## src/rtl/mdu_unit.sv

```systemverilog
// mdu_unit: iterative multiply/divide unit with architectural HI/LO.
// Shift-add multiply and restoring divide, one step per cycle, followed by a
// one-cycle sign fixup. Raises a stall request while busy if the pipeline
// wants HI/LO or presents another MDU op.
module mdu_unit #(
  parameter int WIDTH = 32,
  parameter int CNT_W = 5
) (
  input  logic             clk,
  input  logic             rst,
  input  logic             start,
  input  logic [2:0]       op,
  input  logic [WIDTH-1:0] srcA,
  input  logic [WIDTH-1:0] srcB,
  input  logic             mf_read,
  input  logic             kill,
  output logic [WIDTH-1:0] hi,
  output logic [WIDTH-1:0] lo,
  output logic             busy,
  output logic             stall_mdu,
  output logic             div_zero
);

  typedef enum logic [1:0] {IDLE, MUL, DIV, FIXUP} state_t;

  localparam logic [CNT_W-1:0]   CNT_LAST = CNT_W'(WIDTH - 1);
  localparam logic [WIDTH-1:0]   ONE_W    = WIDTH'(1);
  localparam logic [2*WIDTH-1:0] ONE_2W   = (2*WIDTH)'(1);

  state_t             state_q;
  logic [CNT_W-1:0]   cnt_q;
  logic [WIDTH-1:0]   hi_q, lo_q;

  // Datapath state: {rem, quotient/dividend} for divide, {partial, multiplier} for multiply.
  logic [2*WIDTH-1:0] acc_q;
  logic [WIDTH-1:0]   opnd_q;     // multiplicand (MUL) or divisor (DIV), magnitude
  logic [WIDTH-1:0]   a_raw_q;    // untouched dividend for the divide-by-zero result
  logic               is_div_q, neg_q, rneg_q;

  logic               sgn_op, accept, is_mul_op, is_div_op;
  logic [WIDTH:0]     mul_sum, div_rs, div_diff;
  logic [2*WIDTH-1:0] mul_step, div_step, prod_fix;

  function automatic logic [WIDTH-1:0] cneg(input logic [WIDTH-1:0] v, input logic n);
    return n ? (~v + ONE_W) : v;
  endfunction

  function automatic logic [WIDTH-1:0] mag(input logic [WIDTH-1:0] v, input logic s);
    return cneg(v, s & v[WIDTH-1]);
  endfunction

  // Decode and one-iteration datapath for both algorithms.
  always_comb begin
    sgn_op    = ~op[0];
    accept    = (state_q == IDLE) && start && !kill;
    is_mul_op = (op == 3'd0) || (op == 3'd1);
    is_div_op = (op == 3'd2) || (op == 3'd3);
    mul_sum   = {1'b0, acc_q[2*WIDTH-1:WIDTH]} + (acc_q[0] ? {1'b0, opnd_q} : '0);
    mul_step  = {mul_sum, acc_q[WIDTH-1:1]};
    div_rs    = {acc_q[2*WIDTH-1:WIDTH], acc_q[WIDTH-1]};
    div_diff  = div_rs - {1'b0, opnd_q};
    div_step  = div_diff[WIDTH] ? {div_rs[WIDTH-1:0], acc_q[WIDTH-2:0], 1'b0}
                                : {div_diff[WIDTH-1:0], acc_q[WIDTH-2:0], 1'b1};
    prod_fix  = neg_q ? (~acc_q + ONE_2W) : acc_q;
  end

  // Control FSM plus HI/LO architectural registers.
  always_ff @(posedge clk or posedge rst) begin
    if (rst) begin
      state_q <= IDLE;
      cnt_q   <= '0;
      hi_q    <= '0;
      lo_q    <= '0;
    end else if (kill) begin
      state_q <= IDLE;
      cnt_q   <= '0;
    end else begin
      case (state_q)
        IDLE: begin
          cnt_q <= '0;
          if (start) begin
            if (is_mul_op)        state_q <= MUL;
            else if (is_div_op)   state_q <= DIV;
            else if (op == 3'd4)  hi_q    <= srcA;
            else if (op == 3'd5)  lo_q    <= srcA;
          end
        end
        MUL, DIV: begin
          cnt_q <= cnt_q + CNT_W'(1);
          if (cnt_q == CNT_LAST) state_q <= FIXUP;
        end
        FIXUP: begin
          state_q <= IDLE;
          cnt_q   <= '0;
          if (!is_div_q) begin
            {hi_q, lo_q} <= prod_fix;
          end else if (opnd_q == '0) begin
            hi_q <= a_raw_q;
            lo_q <= '1;
          end else begin
            hi_q <= cneg(acc_q[2*WIDTH-1:WIDTH], rneg_q);
            lo_q <= cneg(acc_q[WIDTH-1:0], neg_q);
          end
        end
        default: state_q <= IDLE;
      endcase
    end
  end

  // Operand latch on accept, then one algorithm step per MUL/DIV cycle.
  always_ff @(posedge clk) begin
    if (accept && is_mul_op) begin
      acc_q    <= {{WIDTH{1'b0}}, mag(srcB, sgn_op)};
      opnd_q   <= mag(srcA, sgn_op);
      is_div_q <= 1'b0;
      neg_q    <= sgn_op & (srcA[WIDTH-1] ^ srcB[WIDTH-1]);
      rneg_q   <= 1'b0;
    end else if (accept && is_div_op) begin
      acc_q    <= {{WIDTH{1'b0}}, mag(srcA, sgn_op)};
      opnd_q   <= mag(srcB, sgn_op);
      a_raw_q  <= srcA;
      is_div_q <= 1'b1;
      neg_q    <= sgn_op & (srcA[WIDTH-1] ^ srcB[WIDTH-1]);
      rneg_q   <= sgn_op & srcA[WIDTH-1];
    end else if (state_q == MUL) begin
      acc_q <= mul_step;
    end else if (state_q == DIV) begin
      acc_q <= div_step;
    end
  end

  assign hi        = hi_q;
  assign lo        = lo_q;
  assign busy      = (state_q != IDLE);
  assign stall_mdu = busy && (mf_read || start);
  assign div_zero  = (state_q == FIXUP) && is_div_q && (opnd_q == '0) && !kill;

endmodule

```

## config.mk

```make
export PLATFORM = sky130hd
export DESIGN_NAME = mdu_unit
export DESIGN_NICKNAME = d
export VERILOG_FILES = /design/src/rtl/mdu_unit.sv
export SDC_FILE = /design/constraint.sdc
export NUM_CORES = 1
export LEC_CHECK = 0
export ABC_AREA = 1
export ABC_CLOCK_PERIOD_IN_PS = 3400
export BUFFER_PORTS_ARGS = -buffer_cell sky130_fd_sc_hd__buf_2
export CAP_MARGIN = 20
export CORE_MARGIN = 5
export CORE_UTILIZATION = 60
export DETAILED_ROUTE_END_ITERATION = 10
export MAX_ROUTING_LAYER = met4
export PLACE_DENSITY = 0.85
export SYNTH_ARGS = -nofsm -noshare
export SYNTH_HDL_FRONTEND = slang
export SYNTH_SLANG_ARGS = --single-unit
```

## constraint.sdc

```tcl
create_clock -name clk -period 3.4 [get_ports clk]
set_input_delay 0.68 -clock clk [delete_from_list [all_inputs] [get_ports clk]]
set_output_delay 0.68 -clock clk [all_outputs]
set_load 0.02 [all_outputs]
```

After elaboration in Yosys (flattened, before gate mapping)
Index checks and enable logic that the tools add are counted.

storage, ports and cells
  flip-flop bits (word level) = 202
  input bits = 72
  logic and storage cells = 114

cells by class
  add/sub/neg operators = 8
  equal/unequal tests = 18
  muxes and demuxes = 38
  bitwise gates (word level) = 12
  reductions and logical operators = 27

operators by type and width
  kind                     count
  $mux W32                 22
  $mux W64                 4
  $add A32 B1 Y32 const B  4
  $not A32 Y32             4
  $pmux W32 S2             2
  $add A64 B1 Y64 const B  1
  $not A64 Y64             1
  $add A32 B32 Y33         1
  $sub A33 B32 Y33         1
  $logic_not A32 Y1        1
  $mux W2                  5
  $pmux W5 S2              1
  $logic_and A1 B1 Y1      8
  $ne A2 B2 Y1 const B     4
  $reduce_bool A2 Y1       4
  $reduce_and A7 Y1        1
  $eq A3 B2 Y1 const B     2
  $eq A3 B3 Y1 const B     2
  $ne A3 B3 Y1 const B     2
  $pmux W2 S3              1
  $reduce_and A6 Y1        1
  $reduce_or A2 Y1         3
  $add A5 B1 Y5 const B    1
  $eq A5 B5 Y1 const B     1
  other kinds (17)         26

Longest topological paths before layout
  word-level depth = 7
  gate-level depth with buffers = 21

Worst setup path after synthesis
No wires, ideal clock.

  path kind = reg2reg
  start point = register state_q[0]
  end point = register acc_q[1], data pin
  setup time = 0.317 ns
  arrival = 2.457 ns
  data required time = 3.083 ns
  setup slack = 0.626 ns
  stages on the path, launching flop included = 9
  buffers on the path = 1
  clock period less this slack = 2.774 ns
  path through = dfrtp_1 > inv_1 > ha_1 > inv_1 > nor2_1 > nand2_1 > inv_1 > clkbuf_1 > o221ai_1

on the way
  longest elaborated chain between the ends = 6
  elaborated cells on any way between the ends = 9

RTL lines
  what                              line  source
  start: declaration                30    state_t state_q;
  start signal: assignment          70    state_q <= IDLE;
  start signal: assignment          75    state_q <= IDLE;
  start signal: assignment          82    if (is_mul_op) state_q <= MUL;
  $logic_not A2 Y1                  55    accept = (state_q == IDLE) && start && !kill;
  $logic_and A1 B1 Y1 (2 in a row)  55
  $logic_and A1 B1 Y1               118   end else if (accept && is_div_op) begin
  $mux W32                          118
  $mux W32 *                        112   if (accept && is_mul_op) begin
  end signal: assignment            113   acc_q <= {{WIDTH{1'b0}}, mag(srcB, sgn_op)};
  end signal: assignment            119   acc_q <= {{WIDTH{1'b0}}, mag(srcA, sgn_op)};
  end signal: assignment            126   acc_q <= mul_step;
  end: declaration                  35    logic [2*WIDTH-1:0] acc_q;

Mark *: on every way between the ends. The rest lies on a longest branch, timed or not.
A chain may end at the register's enable or synchronous reset.

Worst setup path after layout
  start point = register opnd_q[8]
  end point = output port div_zero

on the way
  longest elaborated chain between the ends = 3

RTL lines
  what                              line  source
  start: declaration                36    logic [WIDTH-1:0] opnd_q;
  start signal: assignment          114   opnd_q <= mag(srcA, sgn_op);
  start signal: assignment          120   opnd_q <= mag(srcB, sgn_op);
  $logic_not A32 Y1                 136   assign div_zero = (state_q == FIXUP) && is_div_q && (opnd_q == '0) && !kill;
  $logic_and A1 B1 Y1 (2 in a row)  136
  end: declaration                  21    output logic div_zero

Every way passes these cells.

==> flow_summary.json <==
{
  "power.static_leakage_nw": 10.8,
  "max_slew.worst_pin.slew_ps": 1050,
  "worst-endpoint-arrival_ps": 2600,
  "finalMaxSlewViolations": 0,
  "drive_above_1_share": 0.0860,
  "num_vias": 23400,
  "hpwl_mm": 68.0,
  "grt_antenna_before_repair": 0,
  "postCtsSetupRepairBufs": 0,
  "clock_tree.buffer_depth": 3,
  "globalRouteMet2Util": 0.683,
  "max-vdd-ir-drop_uv": 709,
  "cp-start-kind": "flip-flop",
  "fin_worst_skew_ps": 31.9,
  "grtUsageMet1": 0.575,
  "layout.cells.non_filler": 3825,
  "outcome": "finished, final reports clean",
  "grt_overflow": 0,
  "die_area_sq_um": 36400,
  "numCtsBuffers": 25,
  "cts.sinks": 202,
  "rsz0062_at_grt": "no",
  "area_post_placement_sq_um": 20700,
  "cts_repair_resize_count": 0,
  "final.period_utilization": 0.965,
  "synth-warning-count": 0,
  "crit-reg2reg-launch": "opnd_q[0]",
  "grt.total_usage": 0.471,
  "mean_number_of_vias_per_cell": 6.12,
  "hold_viol": 0,
  "path_class": "reg2out",
  "placeable_area_sq_um": 32400,
  "yosysSeqAreaShare": 0.274,
  "place.port_buffers": 138,
  "timing.rr.end": "acc_q[41]",
  "maxcap_violations": 0,
  "start_util": 0.606,
  "synth_top_cell_area_share": 0.198,
  "tritoncts": "built",
  "setup_viol": 0,
  "fmax_ghz": 0.305,
  "drt-wirelength-per-cell_um": 22.3,
  "fp.dieH_um": 191,
  "grt_pass1_wl_mm": 127,
  "place_inst": 3779,
  "critPathMaxFanout": 3,
  "ant_nets": 0,
  "drt-pass1-iter-count": 10,
  "path_clk_slew_ps": 60,
  "timing.hold.worst_path_depth": 1,
  "number_of_synthesized_flops_with_an_enable_pin": 97,
  "dr.first_iter.drc_count": 3537,
  "kind_of_end_point_of_the_critical_path": "output pin",
  "stdcell_area_sq_um": 21600,
  "ys_ff_latch": 202,
  "r2r_slack_ps": 410,
  "area.growth.synth_to_final_pct": 9.88,
  "worst_ep_required_time_ps": 2720,
  "power-per-cell-area_nw_per_um2": 998,
  "grt_busiest_layer": "met2",
  "die_w_um": 191,
  "first_global_vias": 21800,
  "main_area_contributors_after_synthesis": "sky130_fd_sc_hd__nand2_1, sky130_fd_sc_hd__edfxtp_1, sky130_fd_sc_hd__dfrtp_1",
  "clock_tree.root_cell": "sky130_fd_sc_hd__clkbuf_16",
  "grt_util_met3": 0.158,
  "number_of_h_tree_levels": 1,
  "cts-hold-fix-buffers": 0,
  "whs_endpoint": "a_raw_q[20]",
  "post_synth_inst_count": 3261,
  "clk_latency_ps": 580,
  "layout.nets": 3512,
  "syn-num-nets": 3409,
  "io-pin-count": 139,
  "worst_hold_startpoint": "srcA[20]",
  "routed_wl_mm": 85.3,
  "synth_top_cell_by_area": "sky130_fd_sc_hd__nand2_1",
  "synth_ff_type": "sky130_fd_sc_hd__edfxtp_1",
  "num_rows": 66,
  "worstHoldPathType": "in2reg",
  "synth_cell_types": 56,
  "layout_min_cycle_time_ps": 3280,
  "proportion_of_synthesized_flip_flops_having_asynchronous_set_or_reset": 0.351,
  "gpl.final_weighted_congestion": 1.19,
  "maximum_number_of_pins_on_one_net_before_global_route_repair": 80,
  "fin_setup_tns_ps": 0,
  "syn_area_sq_um": 19600,
  "ff2ff_path_depth": 12,
  "antenna_cells": 0,
  "remaining_drc_errors": 0,
  "synth_area_per_cell_sq_um": 6.02,
  "worst_slew_margin_rel": 0.297
}
cell usage after synthesis (8+ instances only):
cell type,n
sky130_fd_sc_hd__o21ai_1,16
sky130_fd_sc_hd__o21ai_0,165
sky130_fd_sc_hd__buf_1,9
sky130_fd_sc_hd__inv_2,15
sky130_fd_sc_hd__nor2_2,12
sky130_fd_sc_hd__edfxtp_1,97
sky130_fd_sc_hd__nand3b_1,11
sky130_fd_sc_hd__nand4_1,35
sky130_fd_sc_hd__ha_1,74
sky130_fd_sc_hd__o21a_1,8
sky130_fd_sc_hd__inv_1,425
sky130_fd_sc_hd__xor2_1,87
sky130_fd_sc_hd__nand2_2,11
sky130_fd_sc_hd__a21oi_1,186
sky130_fd_sc_hd__dfxtp_1,34
sky130_fd_sc_hd__nand2_1,1037
sky130_fd_sc_hd__clkbuf_1,75
sky130_fd_sc_hd__nand3_1,274
sky130_fd_sc_hd__o211ai_1,33
sky130_fd_sc_hd__buf_2,8
sky130_fd_sc_hd__nor2_1,438
sky130_fd_sc_hd__nor3_1,31
sky130_fd_sc_hd__dfrtp_1,71
sky130_fd_sc_hd__xnor2_1,14
cell families after synthesis:
group           after synthesis  share of synthesized area
xor+xnor                    101                     0.0451
simple gates               1884                      0.398
fa+ha+maj                    76                     0.0492
buf+inv                     550                      0.109
mux                           1                   0.000510
compound gates              447                      0.125
flops                       202                      0.274
stage by stage:
step           setup WS (ps)   util  total power [W]  hold slack (ps)
5_1_grt                  162  0.666           0.0228              318
3_3_place_gp             379  0.641           0.0179              446
4_1_cts                  268  0.666           0.0209              324
6_report                 118  0.666           0.0215              323
3_5_place_dp             372  0.641           0.0181              465
2_1_floorplan            626      -           0.0137              433
metal layers:
layer | wire length [um] | up-vias
met4 | 6700 | 0
met1 | 30100 | 10500
li1 | - | 10700
met5 | 0 | -
met2 | 35100 | 1793
met3 | 13300 | 439
registers in the layout (all words and copies together), names as in the netlist, 2 cells and up:
signal / flops
hi: 32
a_raw_q: 32
cnt_q: 5
state_q: 2
acc_q: 64
lo: 32
opnd_q: 32
where the power goes:
group,internal [W],switching [W]
registers,0.00366,0.00120
clock network,0.00153,0.00120
logic,0.00419,0.00972
total,0.00938,0.0121
final cells by class:
cell class / instances / area, sq um
Clock inverter: 18 / 160
Clock buffer: 28 / 647
Inverter: 445 / 1670
Timing Repair Buffer: 181 / 1030
Fill cell: 3124 / 10800
Multi-Input combinational cell: 2509 / 12100
Tap cell: 442 / 553
Sequential cell: 202 / 5370
worst max path at each step:
stage | end | from
6_report | div_zero | opnd_q[8]
2_1_floorplan | acc_q[1] | state_q[0]
4_1_cts | div_zero | opnd_q[8]
5_1_grt | div_zero | opnd_q[15]
3_3_place_gp | opnd_q[26] | srcA[0]
3_5_place_dp | acc_q[26] | srcA[0]
worst max-delay path, stage by stage (launching register included):
cell                       delay [ps]
sky130_fd_sc_hd__edfxtp_1         540
sky130_fd_sc_hd__nor4_1           340
sky130_fd_sc_hd__nand3_1          210
sky130_fd_sc_hd__nor2_2           330
sky130_fd_sc_hd__nand3_2          280
sky130_fd_sc_hd__nor2_1           160
sky130_fd_sc_hd__buf_2            180
cell usage in the layout, fill, tap and decap left out, types with 8 or more instances in the layout:
| cell type | count |
|---|---|
| sky130_fd_sc_hd__nand2_1 | 1037 |
| sky130_fd_sc_hd__nor2_1 | 434 |
| sky130_fd_sc_hd__inv_1 | 423 |
| sky130_fd_sc_hd__nand3_1 | 274 |
| sky130_fd_sc_hd__a21oi_1 | 186 |
| sky130_fd_sc_hd__o21ai_0 | 165 |
| sky130_fd_sc_hd__buf_2 | 138 |
| sky130_fd_sc_hd__edfxtp_1 | 97 |
| sky130_fd_sc_hd__xor2_1 | 87 |
| sky130_fd_sc_hd__ha_1 | 72 |
| sky130_fd_sc_hd__dfrtp_1 | 71 |
| sky130_fd_sc_hd__buf_4 | 42 |
| sky130_fd_sc_hd__nand4_1 | 35 |
| sky130_fd_sc_hd__dfxtp_1 | 34 |
| sky130_fd_sc_hd__o211ai_1 | 33 |
| sky130_fd_sc_hd__nor3_1 | 31 |
| sky130_fd_sc_hd__clkbuf_16 | 25 |
| sky130_fd_sc_hd__inv_2 | 17 |
| sky130_fd_sc_hd__o21ai_1 | 16 |
| sky130_fd_sc_hd__nor2_2 | 14 |
| sky130_fd_sc_hd__xnor2_1 | 14 |
| sky130_fd_sc_hd__nand3b_1 | 11 |
| sky130_fd_sc_hd__nand2_2 | 11 |
| sky130_fd_sc_hd__o21a_1 | 8 |
(Power assumes the default switching activity.)
